$ cat config.mk
export PLATFORM = sky130hd
export DESIGN_NAME = decoder_scan_nbit_flat
export DESIGN_NICKNAME = d
export VERILOG_FILES = /design/src/rtl/decoder_scan_nbit_if.sv /design/src/rtl/decoder_scan_nbit.sv /design/src/flat_wrapper.sv
export SDC_FILE = /design/constraint.sdc
export NUM_CORES = 1
export LEC_CHECK = 0
export CORE_MARGIN = 5
export CORE_UTILIZATION = 31
export DETAILED_ROUTE_END_ITERATION = 16
export GPL_ROUTABILITY_DRIVEN = 1
export PLACE_DENSITY = 0.56
export SLEW_MARGIN = 20
export SYNTH_ARGS = -nofsm -noshare
export SYNTH_HDL_FRONTEND = slang
export SYNTH_SLANG_ARGS = --single-unit
$ cat constraint.sdc
create_clock -name clk -period 1.6 [get_ports clk]
set_input_delay 0.16 -clock clk [delete_from_list [all_inputs] [get_ports clk]]
set_output_delay 0.16 -clock clk [all_outputs]
set_load 0.005 [all_outputs]
$ cat src/rtl/decoder_scan_nbit_if.sv
// Bus bundle for decoder_scan_nbit: control/select inputs and registered strobe outputs.
// The master side drives en/mode/a/load; the slave (the decoder) drives y/idx/wrap.
interface decoder_scan_nbit_if #(
    parameter int unsigned N = 2
);
    localparam int unsigned W = 1 << N;

    logic         en;
    logic         mode;
    logic [N-1:0] a;
    logic         load;
    logic [W-1:0] y;
    logic [N-1:0] idx;
    logic         wrap;

    modport master (
        output en,
        output mode,
        output a,
        output load,
        input  y,
        input  idx,
        input  wrap
    );

    modport slave (
        input  en,
        input  mode,
        input  a,
        input  load,
        output y,
        output idx,
        output wrap
    );
endinterface

$ cat src/rtl/decoder_scan_nbit.sv
// Registered N-to-2^N one-hot decoder with direct and auto-scan modes.
// Direct mode decodes a; scan mode steps the active line every SCAN_DIV enabled cycles.
// Optional macro DECODER_SCAN_ACTIVE_LOW_EN: y is driven inverted (active line low,
// blank/reset value all-ones). idx and wrap are unaffected.
module decoder_scan_nbit #(
    parameter int unsigned N        = 2,
    parameter int unsigned SCAN_DIV = 4
) (
    input logic                  clk,
    input logic                  rst,
    decoder_scan_nbit_if.slave   bus
);
    localparam int unsigned W  = 1 << N;
    localparam int unsigned PW = (SCAN_DIV > 1) ? $clog2(SCAN_DIV) : 1;
    localparam logic [PW-1:0] PcntLast = PW'(SCAN_DIV - 1);

    // Registered mode: StScan only once a scan-mode cycle has been seen while enabled.
    typedef enum logic {StDirect, StScan} state_e;

    state_e        state_q, state_d;
    logic [N-1:0]  idx_q, idx_d;
    logic [PW-1:0] pcnt_q, pcnt_d;
    logic [W-1:0]  onehot_q, onehot_d;
    logic          wrap_q, wrap_d;

    // State register; synchronous reset has priority over every input.
    always_ff @(posedge clk) begin
        if (rst) begin
            state_q  <= StDirect;
            idx_q    <= '0;
            pcnt_q   <= '0;
            onehot_q <= '0;
            wrap_q   <= 1'b0;
        end else begin
            state_q  <= state_d;
            idx_q    <= idx_d;
            pcnt_q   <= pcnt_d;
            onehot_q <= onehot_d;
            wrap_q   <= wrap_d;
        end
    end

    // Next-state: decode/scan stepping; en=0 freezes idx, pcnt and mode, and blanks y.
    always_comb begin
        state_d = state_q;
        idx_d   = idx_q;
        pcnt_d  = pcnt_q;
        wrap_d  = 1'b0;

        if (bus.en) begin
            state_d = bus.mode ? StScan : StDirect;
            if (!bus.mode) begin
                idx_d  = bus.a;
                pcnt_d = '0;
            end else if (state_q == StDirect) begin
                // Mode entry: keep the last direct index, restart the dwell timer.
                pcnt_d = '0;
            end else if (bus.load) begin
                idx_d  = bus.a;
                pcnt_d = '0;
            end else if (pcnt_q == PcntLast) begin
                pcnt_d = '0;
                idx_d  = idx_q + N'(1);
                wrap_d = (idx_q == {N{1'b1}});
            end else begin
                pcnt_d = pcnt_q + PW'(1);
            end
        end
    end

    // Output strobe tracks the next index, so y is one-hot(idx) whenever enabled.
    always_comb begin
        onehot_d = '0;
        if (bus.en) begin
            onehot_d[idx_d] = 1'b1;
        end
    end

`ifdef DECODER_SCAN_ACTIVE_LOW_EN
    assign bus.y = ~onehot_q;
`else
    assign bus.y = onehot_q;
`endif
    assign bus.idx  = idx_q;
    assign bus.wrap = wrap_q;

endmodule

$ cat src/flat_wrapper.sv
// flat-port wrapper written by rule: the top's interface ports become plain ports
module decoder_scan_nbit_flat 
#(
    parameter int unsigned N        = 2,
    parameter int unsigned SCAN_DIV = 4
)
  (clk, rst, bus_en, bus_mode, bus_a, bus_load, bus_y, bus_idx, bus_wrap);
  decoder_scan_nbit_if #(.N(N)) bus_i ();
  input logic clk;
  input logic rst;
  input wire logic [$bits(bus_i.en)-1:0] bus_en;
  input wire logic [$bits(bus_i.mode)-1:0] bus_mode;
  input wire logic [$bits(bus_i.a)-1:0] bus_a;
  input wire logic [$bits(bus_i.load)-1:0] bus_load;
  output wire logic [$bits(bus_i.y)-1:0] bus_y;
  output wire logic [$bits(bus_i.idx)-1:0] bus_idx;
  output wire logic [$bits(bus_i.wrap)-1:0] bus_wrap;
  assign bus_i.en = bus_en;
  assign bus_i.mode = bus_mode;
  assign bus_i.a = bus_a;
  assign bus_i.load = bus_load;
  assign bus_y = bus_i.y;
  assign bus_idx = bus_i.idx;
  assign bus_wrap = bus_i.wrap;
  decoder_scan_nbit #(.N(N), .SCAN_DIV(SCAN_DIV)) u_core (.clk(clk), .rst(rst), .bus(bus_i));
endmodule
==> results.tsv <==
stage	metric	value	unit
run_status	status	finished clean	
yosys	Netlist Area Pre-Place	474	um^2
clock_tree	CTS tree	built	
sta	worst relative slew slack	77.6	%
yosys	Post-synth EDFFs	0	
yosys	most common cell in the synthesized netlist	dfxtp_1	
clock_tree	Max H-tree Level	1	
layout	Final nets	83	
yosys	Mapped Nets	60	
grt	largest net degree at the start of global routing	9	
routing	WL/cell	12.7	um
grt	initial antenna violation count	0	
setup_path	CP max stage delay	0.35	ns
routing	WL final	1.12	mm
clock_tree	clk_lat worst skew	0.26	ns
layout	Storage cell area	205	um^2
clock_tree	post-CTS setup buffer count	0	
worst_hold_path	Hold Path Class	reg2reg	
clock_tree	Sink Count	10	
sta	Worst Tran Pin Value	0.333	ns
sta	Final setup viols	0	
routing	DRT Pass-1 Iters	4	
placement	worst slack, placed	-0.0363	ns
yosys	compound-cell area share of the yosys netlist	16.4	%
placement	DP Wirelength	845	um
floorplanning	initial core utilization	32.2	%
yosys	flops & latches, synth	10	
setup_path	Critical Path AT	1.73	ns
sta	Sum Neg Setup Slack	0	ns
yosys	Yosys warnings	0	
setup_path	slowest CP cell	dfxtp_2	
placement	Final GP Congestion	0.786	
layout	share of layout cells above drive strength 1	31.9	%
grt	first-pass GRT wire length	1.91	mm
grt	vias in the first global route	452	
layout	Post-Layout Cell Count	88	
routing	DR iter-0 viols	4	
routing	DRC viols	0	
clock_tree	total CTS buffers	3	
sta	PnR worst setup slack	0.0650	ns
clock_tree	CTS root buf	clkbuf_4	
setup_path	critical path, cell by cell	ha_2 > mux2_4 > a32o_2 > or2_4 > nor3_2	
yosys	Syn Inst Count	50	
yosys	Yosys top cell by area	dfxtp_1	
layout	filler cell count	153	
yosys	asr flop ratio synth	0	%
grt	GRT Overall Usage	10.4	%
floorplanning	Core Area	1470	um^2
setup_path	critical path's top delay family	flip-flops	
routing	vias	446	
sta	Max Slew Vio Count	0	
layout	Syn-to-layout area delta	54.9	%
setup_path	Worst EP required	1.80	ns
yosys	synthesized area per cell	9.48	um^2
routing	Routed Antenna Nets	0	
yosys	most frequent cells after synthesis	dfxtp_1, nand2b_1, nor2_1	
sta	Tmin final	1.53	ns
sta	Setup Skew	0.00146	ns
yosys	Synth cell types	24	
yosys	register area share after synthesis	42.2	%
placement	Placed Cells	84	
routing	Vias/cell	5.07	
sta	RSZ-0062 raised after global routing	false	
setup_path	CP max FO	4	
floorplanning	Die Y	49.1	um
clock_tree	Clock Tree Buf Depth	2	
power_and_ir_drop	power density over cell area	803	nW/um^2
yosys	area share of xor/xnor cells in the synthesized design	0	%
floorplanning	Die X	49.1	um
yosys	largest cells by area after synthesis	dfxtp_1, ha_1, nand2b_1	
yosys	Post-Synth Simple-Gate Area	27.4	%
power_and_ir_drop	Leak	0.296	nW
sta	Hold WS	0.486	ns
job	maxcap violations	0	
floorplanning	io pins	14	
layout	final instance area	734	um^2
setup_path	critical path capture point type	flop	
grt	total gr overflow	0	
clock_tree	clock-pin transition on the worst setup and hold timing paths	0.07	ns
yosys	combinational family with the most area after synthesis	simple AND/OR/NAND/NOR gates	
layout	number of diodes	0	
yosys	Adder-Cell Fraction of Synth Area	7.92	%
floorplanning	die area	2410	um^2
yosys	top_reg_cell synth	dfxtp_1	
setup_path	WS Path Type	reg2reg	
floorplanning	Cell Rows	14	
yosys	top cell type's share of synthesized area	42.2	%
sta	period utilization	95.9	%
clock_tree	cts hold-fix bufs	0	
sta	maximum clock rate	651	MHz
sta	final hold violations	0	
setup_path	Buf+Inv Stages, Crit Path	0	
placement	Placed Instance Area	666	um^2
layout	area of the multi-input gates	298	um^2
setup_path	Critical Path Start Type	flop	
power_and_ir_drop	VDD IR max	0.400	mV
placement	I/O Buffers	13	
yosys	mux contribution to synthesized area	5.28	%
-- worst min-delay path, delay by kind of cell (launching register included) --
kind	cells	cell delay [ns]
flops	1	0.34
compound gates	1	0.05
simple gates	1	0.06
-- cells by family after synthesis --
group           Yosys count
fa+ha+maj                 3
flops                    10
buf+inv                   1
compound gates           11
simple gates             23
mux                       2
-- area by class of cell --
cell class                      instances  share of cell area, %
Timing Repair Buffer                   19                   23.9
Tap cell                               16                   2.73
Multi-Input combinational cell         39                   40.5
Sequential cell                        10                   27.9
Clock buffer                            4                   4.94
-- final timing paths --
kind,startpoint,endpoint,slack (ns),depth (start not counted)
setup reg to reg,u_core.pcnt_q[0],u_core.bus.y[1],0.07,5
hold / removal,u_core.pcnt_q[0],u_core.pcnt_q[0],0.49,2
setup / recovery,u_core.pcnt_q[0],u_core.bus.y[1],0.07,5
hold reg to reg,u_core.pcnt_q[0],u_core.pcnt_q[0],0.49,2
-- where the power goes --
part / internal (W) / switching, W
sequential: 0.000258 / 0.00000761
clock: 0.000138 / 0.0000910
combinational: 0.0000575 / 0.0000371
-- what timing repair did --
action | CTS | global route
setup endpoints to repair | 1 | 4
pin swaps | 0 | 0
resized for setup | 1 | 8
cloned | 0 | 0
-- state kept, by name (all words and copies together), names as in the netlist --
| name | count |
|---|---|
| u_core.pcnt_q | 2 |
| u_core.bus.y | 4 |
| u_core.bus.idx | 2 |
| u_core.bus.wrap | 1 |
| u_core.state_q | 1 |
-- routing by layer --
layer	global-route usage, %	vias to the layer above	share of wire (%)
met2	14.6	15	42
met1	12.2	205	49
met3	3.67	2	7.0
met5	0	-	0
li1	-	224	-
met4	9.42	0	1.9
-- placed cells by master, fill, tap and decap left out, types with 2 or more instances in the layout --
cell type        instances
dfxtp_2                  4
nor3_2                   2
o21ai_0                  2
a21oi_1                  3
nand2b_1                 5
o21bai_1                 2
clkbuf_4                 3
clkdlybuf4s50_1         13
nor2_1                   4
nand3_1                  3
dfxtp_1                  6
buf_4                    6
-- per-stage QoR --
step / total power [W] / utilization, %
after floorplan: 0.000305 / -
after detailed placement: 0.000358 / 45.2
after global routing: 0.000622 / 49.9
after global placement: 0.000358 / 45.2
final: 0.000589 / 49.9
after CTS: 0.000589 / 47.9
No activity file was read; power rests on OpenSTA's default activity.
